## src/rtl/xor_frame_checksum.sv

```systemverilog
// xor_frame_checksum
//   Accumulates the bitwise XOR of the words of a frame and reports it, with
//   the word count and an overflow flag, once the last word is accepted.
//   The result is held on the output until the consumer takes it.
//
//   Optional build macro: XOR_FRAME_CHECKSUM_PARITY_EN adds out_parity.
//
// Ports
//   clk           clock, rising edge
//   rst_n         asynchronous active-low reset
//   in_valid      input word valid
//   in_ready      block can accept an input word
//   in_data       input word [WIDTH-1:0]
//   in_last       input word is the last of its frame
//   out_valid     result valid
//   out_ready     consumer accepts the result
//   out_sum       XOR of all words of the frame [WIDTH-1:0]
//   out_count     words in the frame, saturating at MAX_WORDS [CW-1:0]
//   out_overflow  frame had more than MAX_WORDS words
//   out_parity    XOR-reduction of out_sum (macro builds only)
module xor_frame_checksum #(
    parameter int WIDTH     = 8,
    parameter int MAX_WORDS = 16,
    localparam int CW       = $clog2(MAX_WORDS + 1)
) (
    input  logic             clk,
    input  logic             rst_n,
    input  logic             in_valid,
    output logic             in_ready,
    input  logic [WIDTH-1:0] in_data,
    input  logic             in_last,
    output logic             out_valid,
    input  logic             out_ready,
    output logic [WIDTH-1:0] out_sum,
    output logic [CW-1:0]    out_count,
`ifdef XOR_FRAME_CHECKSUM_PARITY_EN
    output logic             out_parity,
`endif
    output logic             out_overflow
);

    localparam logic [CW-1:0] MAX_CNT = CW'(MAX_WORDS);
    localparam logic [CW-1:0] ONE_CNT = CW'(1);

    typedef enum logic [1:0] {
        IDLE,
        ACCUM,
        HOLD
    } state_t;

    state_t           state_q, state_d;
    logic [WIDTH-1:0] acc_q, acc_d;
    logic [CW-1:0]    cnt_q, cnt_d;
    logic             ovf_q, ovf_d;
    logic             load;
    logic             ready_en_q;
    logic             accept;

    // ready_en_q keeps in_ready low during reset and until the first clock
    // edge after reset is released.
    assign in_ready  = ready_en_q && (state_q != HOLD);
    assign accept    = in_valid && in_ready;
    assign out_valid = (state_q == HOLD);

    always_comb begin
        state_d = state_q;
        acc_d   = acc_q;
        cnt_d   = cnt_q;
        ovf_d   = ovf_q;
        load    = 1'b0;
        case (state_q)
            IDLE: begin
                if (accept) begin
                    acc_d = in_data;
                    cnt_d = ONE_CNT;
                    ovf_d = 1'b0;
                    if (in_last) begin
                        state_d = HOLD;
                        load    = 1'b1;
                    end else begin
                        state_d = ACCUM;
                    end
                end
            end
            ACCUM: begin
                if (accept) begin
                    acc_d = acc_q ^ in_data;
                    // A word arriving with the count already saturated means
                    // the frame is longer than MAX_WORDS.
                    if (cnt_q == MAX_CNT) begin
                        ovf_d = 1'b1;
                    end else begin
                        cnt_d = cnt_q + ONE_CNT;
                    end
                    if (in_last) begin
                        state_d = HOLD;
                        load    = 1'b1;
                    end
                end
            end
            HOLD: begin
                if (out_ready) begin
                    state_d = IDLE;
                    acc_d   = '0;
                    cnt_d   = '0;
                    ovf_d   = 1'b0;
                end
            end
            default: begin
                state_d = IDLE;
            end
        endcase
    end

    always_ff @(posedge clk or negedge rst_n) begin
        if (!rst_n) begin
            state_q    <= IDLE;
            acc_q      <= '0;
            cnt_q      <= '0;
            ovf_q      <= 1'b0;
            ready_en_q <= 1'b0;
        end else begin
            state_q    <= state_d;
            acc_q      <= acc_d;
            cnt_q      <= cnt_d;
            ovf_q      <= ovf_d;
            ready_en_q <= 1'b1;
        end
    end

    // Result registers load from the post-update accumulator so the result
    // appears on the cycle after the last word is accepted.
    always_ff @(posedge clk or negedge rst_n) begin
        if (!rst_n) begin
            out_sum      <= '0;
            out_count    <= '0;
            out_overflow <= 1'b0;
        end else if (load) begin
            out_sum      <= acc_d;
            out_count    <= cnt_d;
            out_overflow <= ovf_d;
        end
    end

`ifdef XOR_FRAME_CHECKSUM_PARITY_EN
    always_ff @(posedge clk or negedge rst_n) begin
        if (!rst_n) begin
            out_parity <= 1'b0;
        end else if (load) begin
            out_parity <= ^acc_d;
        end
    end
`endif

endmodule

```

## config.mk

```make
export PLATFORM = sky130hd
export DESIGN_NAME = xor_frame_checksum
export DESIGN_NICKNAME = d
export VERILOG_FILES = /design/src/rtl/xor_frame_checksum.sv
export SDC_FILE = /design/constraint.sdc
export NUM_CORES = 1
export LEC_CHECK = 0
export ABC_AREA = 1
export BUFFER_PORTS_ARGS = -buffer_cell sky130_fd_sc_hd__buf_2
export CAP_MARGIN = 20
export CORE_MARGIN = 2
export CORE_UTILIZATION = 46
export CTS_BUF_LIST = sky130_fd_sc_hd__clkbuf_2 sky130_fd_sc_hd__clkbuf_4 sky130_fd_sc_hd__clkbuf_8
export CTS_CLUSTER_SIZE = 40
export DETAILED_ROUTE_END_ITERATION = 6
export GPL_TIMING_DRIVEN = 0
export HOLD_SLACK_MARGIN = 0.12
export PLACE_DENSITY = 0.7
export SYNTH_ARGS = -nofsm -noshare
export SYNTH_HDL_FRONTEND = slang
export SYNTH_SLANG_ARGS = --single-unit
```

## constraint.sdc

```tcl
create_clock -name clk -period 1.4 [get_ports clk]
set_input_delay 0.35 -clock clk [delete_from_list [all_inputs] [get_ports clk]]
set_output_delay 0.35 -clock clk [all_outputs]
set_load 0.1 [all_outputs]
```

== Word level (Yosys, flattened, before mapping) ==
Index checks and enable logic that the tools add are counted.

* Mux-type cells: 23
* Bitwise logic cells: 1
* Reductions and logical operators: 5
* Shift-type cells: 0
* Add/subtract/negate cells: 1
* Magnitude comparators: 0
* Div/mod/pow operators: 0
* Eq/ne operators: 8
* $mul: 0

{| class="wikitable"
|+ Operators by type and width
! kind !! number
|-
| 2-to-1 mux 8 bit || 3
|-
| case mux 8 bit (3 select lines) || 1
|-
| 2-to-1 mux 5 bit || 4
|-
| case mux 5 bit (3 select lines) || 1
|-
| 2-to-1 mux 2 bit || 5
|-
| != test 2 bit, second input constant || 4
|-
| XOR 8 bit || 1
|-
| 2-to-1 mux 1 bit || 7
|-
| case mux 2 bit (3 select lines) || 1
|-
| adder 5 x 1 -> 5 bit, second input constant || 1
|-
| equality test 5 bit, second input constant || 1
|-
| AND reduction 4 bit || 1
|-
| case mux 1 bit (3 select lines) || 1
|-
| equality test 2 x 1 -> 1 bit, second input constant || 1
|-
| equality test 2 bit, second input constant || 1
|-
| logical AND 1 bit || 2
|-
| logical NOT 2 bit || 1
|-
| != test 2 x 1 -> 1 bit, second input constant || 1
|-
| OR reduction 2 bit || 1
|}

* Memories kept: 0
* Bits in registers: 31
* Output and inout bits: 16
* Bits in read-only memories: 0
* Bits in latches: 0
* Bits in writable memories: 0

== Longest topological paths before layout ==
Gate-level depths: netlist of the first run.

* Word-level depth: 5
* Gate-level depth with buffers: 12
* Depth with buffers taken out: 12

== Worst setup path after synthesis of the first run ==
OpenSTA, ideal clock, no wires.

* Path kind: reg2reg
* Start point: reg state_q[1]
* End point: reg out_count[0]
* Arrival: 2,545 ps
* Data required time: 1,280 ps
* Slack: -1,264 ps
* Stages on the path, launching flop included: 10
* Cell sequence: dfrtp_1 buf_2 a21oi_1 nand3_1 nand2_1 nand2_1 nand2_1 nand2_1 nand2_1 nand2_1

* Word-level cells in the longest chain between the ends: 5
* Elaborated cells on any way between the ends: 12

{| class="wikitable"
|+ RTL lines
! what !! RTL line !! RTL
|-
| from (decl) || 51 || <nowiki>state_t state_q, state_d;</nowiki>
|-
| from (signal assigned) || 123 || <nowiki>state_q <= state_d;</nowiki>
|-
| != test 2 bit * || 61 || <nowiki>assign in_ready = ready_en_q && (state_q != HOLD);</nowiki>
|-
| logical AND 1 bit * || 61 ||
|-
| via in_ready || 29 || <nowiki>output logic in_ready,</nowiki>
|-
| logical AND 1 bit * || 62 || <nowiki>assign accept = in_valid && in_ready;</nowiki>
|-
| 2-to-1 mux 5 bit, on equally long branches || 86, 73 ||
|-
| case mux 5 bit (3 select lines) * || 71 || <nowiki>case (state_q)</nowiki>
|-
| via cnt_d[0] || 53 || <nowiki>logic [CW-1:0] cnt_q, cnt_d;</nowiki>
|-
| to (signal assigned) || 140 || <nowiki>out_count <= cnt_d;</nowiki>
|-
| to (decl) || 35 || <nowiki>output logic [CW-1:0] out_count,</nowiki>
|}

Mark *: on every way through the listed nets, which the timed path passes. The rest lies on a longest branch.
A chain may end at the register's enable or synchronous reset.

== Final worst setup path of the first run ==
* Start point: reg state_q[1]
* End point: reg out_sum[5]

* Word-level cells in the longest chain between the ends: 5
* Elaborated cells on any way between the ends: 12

{| class="wikitable"
|+ RTL lines
! what !! RTL line !! RTL
|-
| != test 2 bit || 61 ||
|-
| logical AND 1 bit || 61 ||
|-
| logical AND 1 bit || 62 ||
|-
| 2-to-1 mux 8 bit, on equally long branches || 86, 73 ||
|-
| case mux 8 bit (3 select lines) * || 71 ||
|-
| via acc_d[5] || 52 || <nowiki>logic [WIDTH-1:0] acc_q, acc_d;</nowiki>
|-
| to (signal assigned) || 135 || <nowiki>out_sum <= '0;</nowiki>
|-
| to (signal assigned) || 139 || <nowiki>out_sum <= acc_d;</nowiki>
|-
| to (decl) || 34 || <nowiki>output logic [WIDTH-1:0] out_sum,</nowiki>
|}

Marked as above.

==> results of run 1 <==
## registers in the layout, summed over array words and instances, names as in the netlist
| signal | cells |
|---|---|
| cnt_q | 5 |
| acc_q | 8 |
| ovf_q | 1 |
| out_sum | 8 |
| out_count | 5 |
| ready_en_q | 1 |
| state_q | 2 |
| out_overflow | 1 |
## area by class of cell
class / instances / area, um^2 / area share, %
multi-input combinational: 157 / 933.4 / 37.47
sequential: 31 / 777.0 / 31.19
timing repair buffer: 53 / 475.5 / 19.09
inverter: 25 / 111.4 / 4.470
buffer: 8 / 78.83 / 3.164
tap: 46 / 57.56 / 2.310
clock buffer: 7 / 52.55 / 2.109
clock inverter: 1 / 5.005 / 0.2009
## per-layer routing
layer  vias up  global-route usage, %  share of wire, %  routed length, um
met5         -                      0                 0                  0
met4         0                  8.152               1.4                 67
met3         7                  5.893               5.1                236
met2        48                  37.63                51               2362
met1       795                  30.11                42               1970
li1        808                      -                 -                  -
## worst max-delay path: stages, from the launching register on
cell and delay [ns]:
dfrtp_1 0.35, buf_6 0.13, buf_6 0.11, buf_6 0.09, clkinvlp_4 0.16, buf_12 0.18, nand2_8 0.08, nand3_2 0.08
nand2_2 0.09, o21ai_2 0.06, nand2_1 0.07, nand2_1 0.05
## repair_timing
action,4_1_cts,5_1_grt
pin swaps,11,25
hold endpoints to repair,31,0
endpoints found under the setup margin,43,31
buffers inserted,16,5
gates cloned,3,1
gates resized for setup,74,35
hold buffers,1,0
## Yosys cell counts, types with 2 or more instances
master | number | share of area [%]
o21ai_1 | 5 | 1.5
nand2_2 | 2 | 0.77
nand3_1 | 25 | 7.7
clkbuf_1 | 2 | 0.46
ha_1 | 2 | 1.5
o21ai_0 | 6 | 1.9
nand2_1 | 96 | 22
buf_2 | 4 | 1.2
a21oi_1 | 3 | 0.93
inv_2 | 2 | 0.46
dfrtp_1 | 31 | 48
nor2_1 | 9 | 2.1
inv_1 | 22 | 5.1
## power breakdown
group | switching (W) | internal (W) | total (W)
combinational | 0.00189 | 0.000724 | 0.00261
sequential | 0.000207 | 0.00118 | 0.00139
clock | 0.000315 | 0.000234 | 0.000550
## per-stage QoR
stage                     hold slack [ns]  instance area, um^2  total power, W  instances  worst slack, ns
after global routing               0.2315                 2491        0.004794        328          -0.2474
after floorplan                   0.05441                 1638        0.003081        220          -0.2271
after detailed placement           0.4400                 1836        0.003448        294          -0.2304
after CTS                          0.2066                 2311        0.004323        322          -0.1667
after global placement             0.4370                 1836        0.003427        294          -0.2142
final                              0.2333                 2491        0.004550        328          -0.1625
## worst max path at each step
| stage | slack [ns] | end |
|---|---|---|
| after floorplan | -0.23 | out_count[0]$_DFFE_PN0P_ |
| after global placement | -0.21 | out_sum[5]$_DFFE_PN0P_ |
| after detailed placement | -0.23 | out_sum[5]$_DFFE_PN0P_ |
| after CTS | -0.17 | in_ready |
| after global routing | -0.25 | out_sum[2]$_DFFE_PN0P_ |
| final | -0.16 | out_sum[5]$_DFFE_PN0P_ |
## cells by family (layout without fill, tap and decap cells)
| group | count (synthesis) | count (layout) | synth area share (%) |
|---|---|---|---|
| AND/OR/NAND/NOR | 136 | 136 | 35.45 |
| buffers and inverters | 33 | 94 | 8.746 |
| flip-flops | 31 | 31 | 47.99 |
| AO/OA/AOI/OAI | 16 | 17 | 5.495 |
| adder cells (fa/ha/maj) | 2 | 2 | 1.548 |
| other | 1 | 1 | 0.2320 |
| XOR/XNOR | 1 | 1 | 0.5419 |
==> impl_summary.md, run 1 <==
Worst setup path
The required time at the worst-slack endpoint is 1.63 ns. The type of element launching the critical path is a flip-flop. The end of the worst register-to-register path is out_sum[5]$_DFFE_PN0P_. The startpoint of the most critical setup path is state_q[1]$_DFFE_PN0P_. The worst flop-to-flop path startpoint is state_q[1]$_DFFE_PN0P_. The critical path arrival is between 1.5 and 2 ns. The worst setup path is of the flip-flop to flip-flop kind. The depth of the worst register-to-register path is 11. In this run the worst path has a maximum fanout of 7. The worst setup path is captured at a flip-flop. The setup check on the worst reg-to-reg path leaves a slack of -0.16 ns.

Logic synthesis
After synthesis, the netlist uses 24 different library cells. The number of synthesized register bits is 31. The number of enable-type register cells in the synthesized netlist is 0. For this run, the number of Yosys warnings is 0. The cell area after synthesis is 1617 um^2. The synthesized net count is 235. The async set or reset register ratio after synthesis is 100.0%. Each instance of the synthesized netlist takes up on average 7.348 um^2. The number of instances in the synthesized netlist is 220.

After synthesis, flip-flops and latches occupy 47.99% of the total area. The most used flip-flop cell after synthesis is dfrtp_1.

Routing
Once detail routing completed, the nets flagged for antenna violations numbered 0. The number of design rule violations left after detail routing is 0. Using the TritonRoute via totals, the vias-per-cell ratio works out to 5.055. The total detailed-routing wirelength is 4.636 mm.

For this block, the initial DRC count from the detailed router was 114. Before antenna repair, the detailed router went through 4 iterations. Across all layers, the routed design uses about 1700 vias. The detail-routed net length per standard cell is between 10 and 15 um.

Layout
The filler cell count in the final layout is between 200 and 300. The final-stage net count is 296. Leaving out fill and tap cells, the most frequent cells in the layout are nand2_1 (75), dfrtp_1 (30), buf_4 (25). 0 antenna diodes ended up in the layout. The growth of design area from synthesis to finish is 54.10%. The core occupancy in the finished layout is between 70% and 80%. The most common cell after layout, fill and taps aside is nand2_1. The ratio of cells with drive above 1 in the final layout is 44.68%.

Global routing
The total routing resource utilization after global routing is a little under a quarter. The number of global-route vias before repair is 1564. Entering global routing, the biggest net connects 32 pins.

The number of antenna violations at the first check in global routing was 0. The global-route congestion overflow total is 0. The first global-routing pass estimated just over 7 mm of wire.

Worst hold path
The startpoint identified for the worst hold timing path is out_ready. The type of the most critical hold path is input pin to flip-flop. The endpoint of the worst hold-timing path is state_q[1]$_DFFE_PN0P_.

Counting instances, the worst hold path has a depth of 2.

Die
After floorplanning, the core was divided into 21 placement rows. The initial core utilization is 48.07%. In this run the horizontal extent of the chip is about 63 um.

The area of the core region is 3363 um^2. Measured along the y axis, the die boundary spans 63.28 um. The area of the die is 4004 um^2.

The number of top-level pins is 29.

Placed design
The weighted congestion reported at the end of routability-driven placement is 0.8544. The HPWL after detailed placement is 2.431 mm. The number of buffer cells added on primary ports is 28.

Power
The peak ir drop on the vdd network is approximately 1.2 mV. In this run the static leakage power is 1.324 nW. Dividing total power by cell area gives a power density of 1826 nW/um^2.

STA
Setup repair after global routing could not meet its margin everywhere. The final critical-path share of the clock period is 111.6%. The maximum clock skew at final layout is about 0.0080 ns. For the pin with the worst max-slew slack, the measured transition is 0.7189 ns. Setup total negative slack on the finished layout was measured at -2.165 ns. The upper clock frequency limit is 640.0 MHz. The worst slew margin relative to its limit is approximately 52%.

Setup violations remaining at the end of the flow were counted as 24. The number of failing hold endpoints at the final stage is 0. The worst-case setup margin in the final layout is -0.1625 ns. The final number of max-transition violations was 0. The final critical-path required period is 1.563 ns.

Clock tree
The number of clock sinks is 31. The clock buffer count from CTS is 5. The worst-skew pair later-pin latency is 0.34 ns.

The clock tree synthesis step divided the H-tree into 2 levels. The clock transition at the register clock pins on the worst setup and hold paths after CTS is 0.10 ns. The maximum clock insertion buffer count is 2. The clock tree from TritonCTS is done. The tree is rooted in a clkbuf_4.

Run status
The flow ran to the end, but the final reports show violations. The checks that failed: setup timing.

Run
Max-cap violations in this run came to 0.
No activity file was read; power rests on OpenSTA's default activity.
==> run 2, diff against run 1 <==
--- a/config.mk
+++ b/config.mk
@@ -6,7 +6,7 @@
 export NUM_CORES = 1
 export LEC_CHECK = 0
 export ABC_AREA = 1
-export BUFFER_PORTS_ARGS = -buffer_cell sky130_fd_sc_hd__buf_2
+export BUFFER_PORTS_ARGS = -buffer_cell sky130_fd_sc_hd__buf_4
 export CAP_MARGIN = 20
 export CORE_MARGIN = 2
 export CORE_UTILIZATION = 46
==> constraint.sdc (replaced) <==
create_clock -name clk -period 1.4 [get_ports clk]
set_input_delay 0.07 -clock clk [delete_from_list [all_inputs] [get_ports clk]]
set_output_delay 0.07 -clock clk [all_outputs]
set_load 0.1 [all_outputs]
==> run 2 against run 1 <==
The run still ends with setup timing left; clock skew up 0.0061 ns; first-iteration DRC count decreased by 14%; setup slack better by 0.096 ns; clock power shrank 2%; routed wire length decreased by 11%; register-to-register slack improved by 0.096 ns; total power is 3.3% lower; global-route usage fell by 1.4 points; worst hold slack worse by 0.11 ns; count of clock-buffer cells in the layout down 1.
==> impl_summary.md, run 2 (synthesized netlist as in run 1, its figures left out) <==
Worst setup path
The cell type group with the largest total delay on the critical path is simple AND/OR/NAND/NOR gates. The required time at the worst-slack endpoint is 1.68 ns (+0.05 ns). The kind of critical path is flip-flop to flip-flop. The worst setup path is launched from a flip-flop. The buffering stage count on the worst path with inverters included is 2 (-3).

The critical path goes through buf_6 > buf_4 > nor2_1 > nand2_1 > nand2_1 > nand2_1 > nand3_1 > nand2_1 > nand2_1. The maximum fanout encountered on the critical timing path is 5 (-2). The most frequent cell on the critical path is nand2_1. The critical path arrival came to 1.75 ns (-0.04 ns). STA classifies the critical path endpoint as a flip-flop.

The worst stage delay on the critical path is 0.39 ns (+0.04 ns). The standard cell with the maximum stage delay on the critical path is dfrtp_1.

Power
The peak ir drop on the vdd network is 1.151 mV (-4.8%). The leakage power figure is 1.318 nW (-0.41%). The clock network power share is 12.3% (+0.2 points). The switching power total is 0.002326 W (-3.5%).

The power density over the cells is 1823 nW/um^2 (-0.21%). The internal cell power is 0.002073 W (-3.1%). The share of power burned in registers is 31.2% (+0.7 points). The proportion of power drawn by combinational gates is 56.6% (-0.8 points). The switching share of power is 52.88% (-0.10 points).

Die
The horizontal die dimension is 63.28 um (unchanged). The initial core utilization came to 48.07% (unchanged). The row count came to 21 (unchanged). The number of top-level pins is 29 (unchanged).

The area of the die is 4004 um^2 (unchanged). The height of the chip is 63.28 um (unchanged). The area of the core region is 3363 um^2 (unchanged).

Routing
The total via count in the routed design is 1581 (-4.6%). The number of design rule violations left after detail routing was 0 (unchanged). The detailed-router iteration count before antenna repair is 4 (unchanged).

The number of nets with antenna violations after detailed routing is 0 (unchanged). The post-detailed-route via-to-cell ratio is 4.805 (-4.9%). The total detailed-routing wirelength came to 4.147 mm (-11%). The detail-routed net length per standard cell is 12.60 um (-11%). The initial DRC count was 98 (-14%).

STA
The maximum clock skew at final layout is 0.01413 ns (+0.006090 ns). The number of failing hold endpoints at the final stage is 0 (unchanged). The final number of max-transition violations came to 0 (unchanged). The upper clock frequency limit is 681.7 MHz (+6.5%).

The final critical-path share of the clock period came to 104.8% (-6.8 points). The count of final setup violators is 14 (-42%). Setup repair after global routing could not meet its margin everywhere. The final critical-path required period is 1.467 ns (-0.09553 ns). The total negative slack for setup checks was -0.3176 ns (+1.848 ns). The worst-case setup margin in the final layout is -0.06700 ns (+0.09553 ns).

Clock tree
The root buffer cell chosen for the clock tree is clkbuf_4. The number of H-tree branching levels is 2 (unchanged). The worst-skew pair later-pin latency is 0.35 ns (about the same). The number of clock sinks came to 31 (unchanged). The clock transition at the register clock pins on the worst setup and hold paths after CTS is 0.11 ns (about the same). The maximum clock insertion buffer count came to 2 (unchanged). The clock tree from TritonCTS is done. The clock buffer count from CTS was 5 (unchanged).

Run
The total of max-cap violations came to 0 (unchanged).

Placed design
The weighted congestion reported at the end of routability-driven placement is 0.8244 (-3.5%). The number of buffer cells added on primary ports is 28 (unchanged). The pre-CTS setup slack came to -0.1832 ns (+0.04713 ns).

The post-detailed-placement cell area was 1902 um^2 (+3.6%). The HPWL after detailed placement is 2.436 mm (+0.24%).

Global routing
The number of antenna violations at the first check in global routing is 0 (unchanged). The number of global-route vias before repair is 1492 (-4.6%). The total routing resource utilization after global routing is 21.78% (-1.4 points). The pin count of the biggest net entering global routing is 32 (unchanged). The global-route congestion overflow total is 0 (unchanged).

The global-route wire length before repair is 6.699 mm (-5.9%).

Layout
The final instance area is 2414 um^2 (-3.1%). The ratio of cells with drive above 1 in the final layout was 32.86% (-12 points). The filler cell count in the final layout was 276 (+7.0%). In the layout the commonest cells are nand2_1 (78), buf_4 (39), dfrtp_1 (31). In the final layout, the registers with the most flip-flops are acc_q (8), out_sum (8). Compared with the post-synthesis result, the final layout area differs by 49.30%. The antenna diode count was 0 (unchanged).

The most common cell after layout, fill and taps aside is nand2_1. The final-stage net count is 297 (+0.34%).

Run status
The final reports fail on setup timing. The flow ran to the end, but the final reports show violations.

Worst hold path
The worst hold path belongs to the class input pin to flip-flop.
-- run 2: cell count changes in the layout (fill, tap and decap cells not counted), moves of 5 or more --
cell,before,now
dlygate4sd3_1,1,10
nand2_2,20,15
o21ai_1,1,8
buf_6,14,6
buf_2,13,1
nand3_1,15,25
nand3_2,10,0
o21ai_2,11,2
buf_4,25,39
-- run 2: what timing repair did --
action / in CTS / in global routing
cloned: 1 / 1
hold buffers: 10 / 0
pin swaps: 4 / 11
buffers inserted: 12 / 3
endpoints found under the setup margin: 23 / 27
gates resized for setup: 30 / 28
endpoints found under the hold margin: 44 / 0
-- run 2: path summary, 6_finish.rpt --
path / end / cells past startpoint / startpoint / slack (ns)
max: out_count[2]$_DFFE_PN0P_ / 9 / state_q[1]$_DFFE_PN0P_ / -0.07
min reg2reg: out_count[4]$_DFFE_PN0P_ / 2 / out_count[4]$_DFFE_PN0P_ / 0.49
min in group asynchronous: acc_q[1]$_DFF_PN0_ / 2 / rst_n / 0.21
min: acc_q[2]$_DFF_PN0_ / 4 / in_data[2] / 0.12
max reg2reg: out_count[2]$_DFFE_PN0P_ / 9 / state_q[1]$_DFFE_PN0P_ / -0.07
max in group asynchronous: cnt_q[2]$_DFF_PN0_ / 2 / rst_n / 0.89
-- run 2: per-stage QoR --
step | hold slack [ns] | power [W] | instances | utilization (%)
after floorplan | -0.2256 | 0.003079 | 220 | -
after CTS | 0.1279 | 0.004263 | 325 | 67.71
after global routing | 0.1505 | 0.004651 | 329 | 71.76
after global placement | 0.02684 | 0.003530 | 294 | 56.55
final | 0.1245 | 0.004399 | 329 | 71.76
after detailed placement | 0.02534 | 0.003552 | 294 | 56.55
-- run 2: per-layer routing --
| metal | track usage, % | wire length (um) |
|---|---|---|
| met1 | 28.26 | 1836 |
| met2 | 34.84 | 1993 |
| met3 | 6.071 | 241 |
| met4 | 8.152 | 76 |
| met5 | 0 | 0 |
-- run 2: cell type report --
type	instances	area [um^2]	share of cell area, %
inverters	25	107.6	4.458
repair buffers	55	515.5	21.36
flip-flops and latches	31	775.7	32.14
plain buffers	8	76.32	3.162
clock inverters	2	12.51	0.5184
clock buffers	6	45.04	1.866
multi-input cells	156	823.3	34.11
well taps	46	57.56	2.385
-- run 2: power by group through the flow --
| stage | clock network [W] | logic [W] | registers [W] |
|---|---|---|---|
| after CTS | 0.000551 | 0.00235 | 0.00136 |
| final | 0.000540 | 0.00249 | 0.00137 |
| after floorplan | 0 | 0.000702 | 0.00238 |
| after global placement | 0 | 0.00215 | 0.00138 |
| after detailed placement | 0 | 0.00217 | 0.00138 |
| after global routing | 0.000597 | 0.00264 | 0.00141 |
-- run 2: tightest hold or removal path, cell delays in order --
cell and delay (ns):
buf_4 0.09, a21oi_1 0.06, nor2_1 0.09, o21ai_1 0.11
==> run 3, diff against run 2 <==
--- a/config.mk
+++ b/config.mk
@@ -16,6 +16,7 @@
 export GPL_TIMING_DRIVEN = 0
 export HOLD_SLACK_MARGIN = 0.12
 export PLACE_DENSITY = 0.7
+export REMOVE_ABC_BUFFERS = 1
 export SYNTH_ARGS = -nofsm -noshare
 export SYNTH_HDL_FRONTEND = slang
 export SYNTH_SLANG_ARGS = --single-unit
==> run 3 against run 2 <==
The flow still finishes with violations (setup timing); worst hold slack improved by 0.013 ns; cell count decreased by 0.61%; global-route usage up 0.52 points; routed wire length increased by 6.3%; critical endpoint is now out_sum[3]$_DFFE_PN0P_.
==> impl_summary.md, run 3 (synthesized netlist as in run 1, its figures left out) <==
Run status
The run finished, with violations left. The checks that failed: setup timing.

STA
The final hold slack is 0.1374 ns (+0.01288 ns). The final critical-path required period came to 1.470 ns (+0.003386 ns). The count of final setup violators is 16 (+2).

The maximum clock skew at final layout is 0.01257 ns (-0.001559 ns). The worst-case setup margin in the final layout is -0.07039 ns (-0.003386 ns). The number of failing hold endpoints at the final stage is 0 (unchanged). The upper clock frequency limit came to 680.1 MHz (-0.23%). The final number of max-transition violations is 0 (unchanged). The final critical-path share of the clock period is 105.0% (+0.24 points). Setup repair after global routing could not meet its margin everywhere.

Worst hold path
The endpoint of the worst hold-timing path is acc_q[2]$_DFF_PN0_. The cell count of the worst hold path is 4 (unchanged). The source of the worst hold timing path is in_data[2]. The type of the most critical hold path is input pin to flip-flop.

Global routing
The global-route track usage on met3 is 4.107% (-2.0 points). The number of antenna violations at the first check in global routing is 0 (unchanged). The global routing met1 resource utilization is 27.83% (-0.43 points). The global-route wire length before repair came to 6.865 mm (+2.5%). The global-route congestion overflow total is 0 (unchanged). The pin count of the biggest net entering global routing was 32 (unchanged). The global routing stage identified its most utilized layer as met2.

The total routing resource utilization after global routing is 22.31% (+0.52 points). The global-route track usage on met2 is 35.90% (+1.1 points). The number of global-route vias before repair came to 1548 (+3.8%).

Clock tree
The number of H-tree branching levels is 2 (unchanged). The clock transition at the register clock pins on the worst setup and hold paths after CTS was 0.10 ns (about the same). The worst-skew pair later-pin latency is 0.34 ns (about the same). The clock buffer count from CTS came to 5 (unchanged). The clock tree from TritonCTS is done. The maximum clock insertion buffer count was 2 (unchanged). The number of clock sinks is 31 (unchanged). The root cell of the clock tree is clkbuf_4.

Die
The initial core utilization is 48.07% (unchanged). The area of the die came to 4004 um^2 (unchanged). The row count was 21 (unchanged). The area of the core region came to 3363 um^2 (unchanged). The height of the chip is 63.28 um (unchanged). The number of top-level pins is 29 (unchanged). The horizontal die dimension is 63.28 um (unchanged).

Power
The power density over the cells is 1803 nW/um^2 (-1.1%). The share of power burned in registers came to 31.5% (+0.3 points). The peak ir drop on the vdd network is 1.072 mV (-6.8%). The proportion of power drawn by combinational gates came to 57.4% (+0.8 points). The overall power consumption is 0.004528 W (+2.9%). The switching share of power was 52.89% (about the same). The switching power total was 0.002395 W (+2.9%). The leakage power figure is 1.348 nW (+2.2%). The clock network power share is 11.1% (-1.2 points).

The internal cell power was 0.002133 W (+2.9%).

Placed design
The number of buffer cells added on primary ports is 28 (unchanged). The weighted congestion reported at the end of routability-driven placement is 0.8712 (+5.7%). The HPWL after detailed placement was 2.172 mm (-11%). The pre-CTS setup slack is -0.8152 ns (-0.6320 ns).

Worst setup path
STA classifies the critical path startpoint as a flip-flop. The end of the worst register-to-register path is out_sum[3]$_DFFE_PN0P_. The required time at the worst-slack endpoint is 1.68 ns (about the same). The worst setup path is captured at a flip-flop. The register-to-register path setup slack is -0.07 ns (about the same). The worst setup path is of the flip-flop to flip-flop kind. The critical path arrival came to 1.75 ns (about the same). The depth of the worst register-to-register path is 10 (+1). The startpoint identified for the worst register-to-register timing path is state_q[0]$_DFFE_PN0P_. The maximum fanout encountered on the critical timing path is 7 (+2).

Routing
The number of design rule violations left after detail routing is 0 (unchanged). The detail-routed net length per standard cell is 13.48 um (+6.9%). The total detailed-routing wirelength is 4.407 mm (+6.3%). The initial DRC count is 86 (-12%).

The total via count in the routed design is 1632 (+3.2%). The detailed-router iteration count before antenna repair is 4 (unchanged). The number of nets with antenna violations after detailed routing is 0 (unchanged).

The post-detailed-route via-to-cell ratio is 4.991 (+3.9%).

Layout
The area taken by flip-flops and latches came to 780.7 um^2 (+0.65%). The most common cell after layout, fill and taps aside is nand2_1. The multi-input gate area in the final layout is 890.9 um^2 (+8.2%).

In the layout the commonest cells are nand2_1 (79), buf_4 (38), dfrtp_1 (27). The growth of design area from synthesis to finish is 55.34%. The final-stage net count was 297 (unchanged). The antenna diode count came to 0 (unchanged). The filler cell count in the final layout is 249 (-9.8%). The ratio of cells with drive above 1 in the final layout is 39.50% (+6.6 points). The largest registers in the layout are acc_q (8), out_sum (8).

Run
The total of max-cap violations was 0 (unchanged).
==> run 3: final cells by class <==
type / count / area share [%]
sequential: 31 / 31.09
timing repair buffer: 63 / 24.96
tap: 46 / 2.292
multi-input combinational: 156 / 35.48
clock buffer: 6 / 1.794
inverter: 25 / 4.385
==> run 3: power by group through the flow <==
stage / Clock [W] / Sequential [W] / Combinational [W]
after global routing: 0.000578 / 0.00146 / 0.00276
after detailed placement: 0 / 0.00143 / 0.00207
after global placement: 0 / 0.00143 / 0.00205
final: 0.000504 / 0.00142 / 0.00260
after CTS: 0.000515 / 0.00139 / 0.00227
after floorplan: 0 / 0.00242 / 0.000624
==> run 3: repair_timing <==
item / in CTS / in global routing
hold endpoints to repair: 46 / 0
pin swaps: 3 / 15
setup endpoints to repair: 32 / 29
setup buffers: 16 / 8
resized for setup: 21 / 61
hold buffers: 10 / 0
cloned: 1 / 0
==> run 3: layer usage <==
| metal | part of all wire [%] | vias up | wire length (um) |
|---|---|---|---|
| met2 | 49 | 55 | 2142 |
| met1 | 44 | 756 | 1932 |
| met5 | 0 | - | 0 |
| met4 | 2.3 | 0 | 100 |
| met3 | 5.2 | 11 | 231 |
| li1 | - | 810 | - |
==> run 3: worst max-delay path by stage <==
stage / from / end / slack (ns) / cells after the start
after global placement: state_q[0]$_DFFE_PN0P_ / out_overflow$_DFFE_PN0P_ / -0.81 / 9
after global routing: state_q[0]$_DFFE_PN0P_ / out_sum[2]$_DFFE_PN0P_ / -0.14 / 10
final: state_q[0]$_DFFE_PN0P_ / out_sum[3]$_DFFE_PN0P_ / -0.07 / 10
after detailed placement: state_q[0]$_DFFE_PN0P_ / out_overflow$_DFFE_PN0P_ / -0.82 / 9
after floorplan: state_q[0]$_DFFE_PN0P_ / out_count[0]$_DFFE_PN0P_ / -1.35 / 9
after CTS: state_q[1]$_DFFE_PN0P_ / in_ready / -0.02 / 3
==> run 3: worst max-delay path, cell delays in order (launching register included) <==
cell and delay (ns):
dfrtp_2 0.45, inv_4 0.05, nand2_4 0.08, nand3_4 0.12, clkinv_4 0.09, nand2_4 0.06
nor2_4 0.16, buf_12 0.14, buf_12 0.13, nand2_1 0.06, nand2_1 0.06
==> run 3: per-stage QoR <==
stage	instance area (um^2)	utilization (%)	cells	TNS, ns
finish	2511	74.67	327	-0.7717
detailed placement	1838	54.65	286	-16.22
floorplan	1570	-	212	-7.000
global route	2511	74.67	327	-1.866
global placement	1838	54.65	286	-15.80
CTS	2235	66.44	319	-0.03305
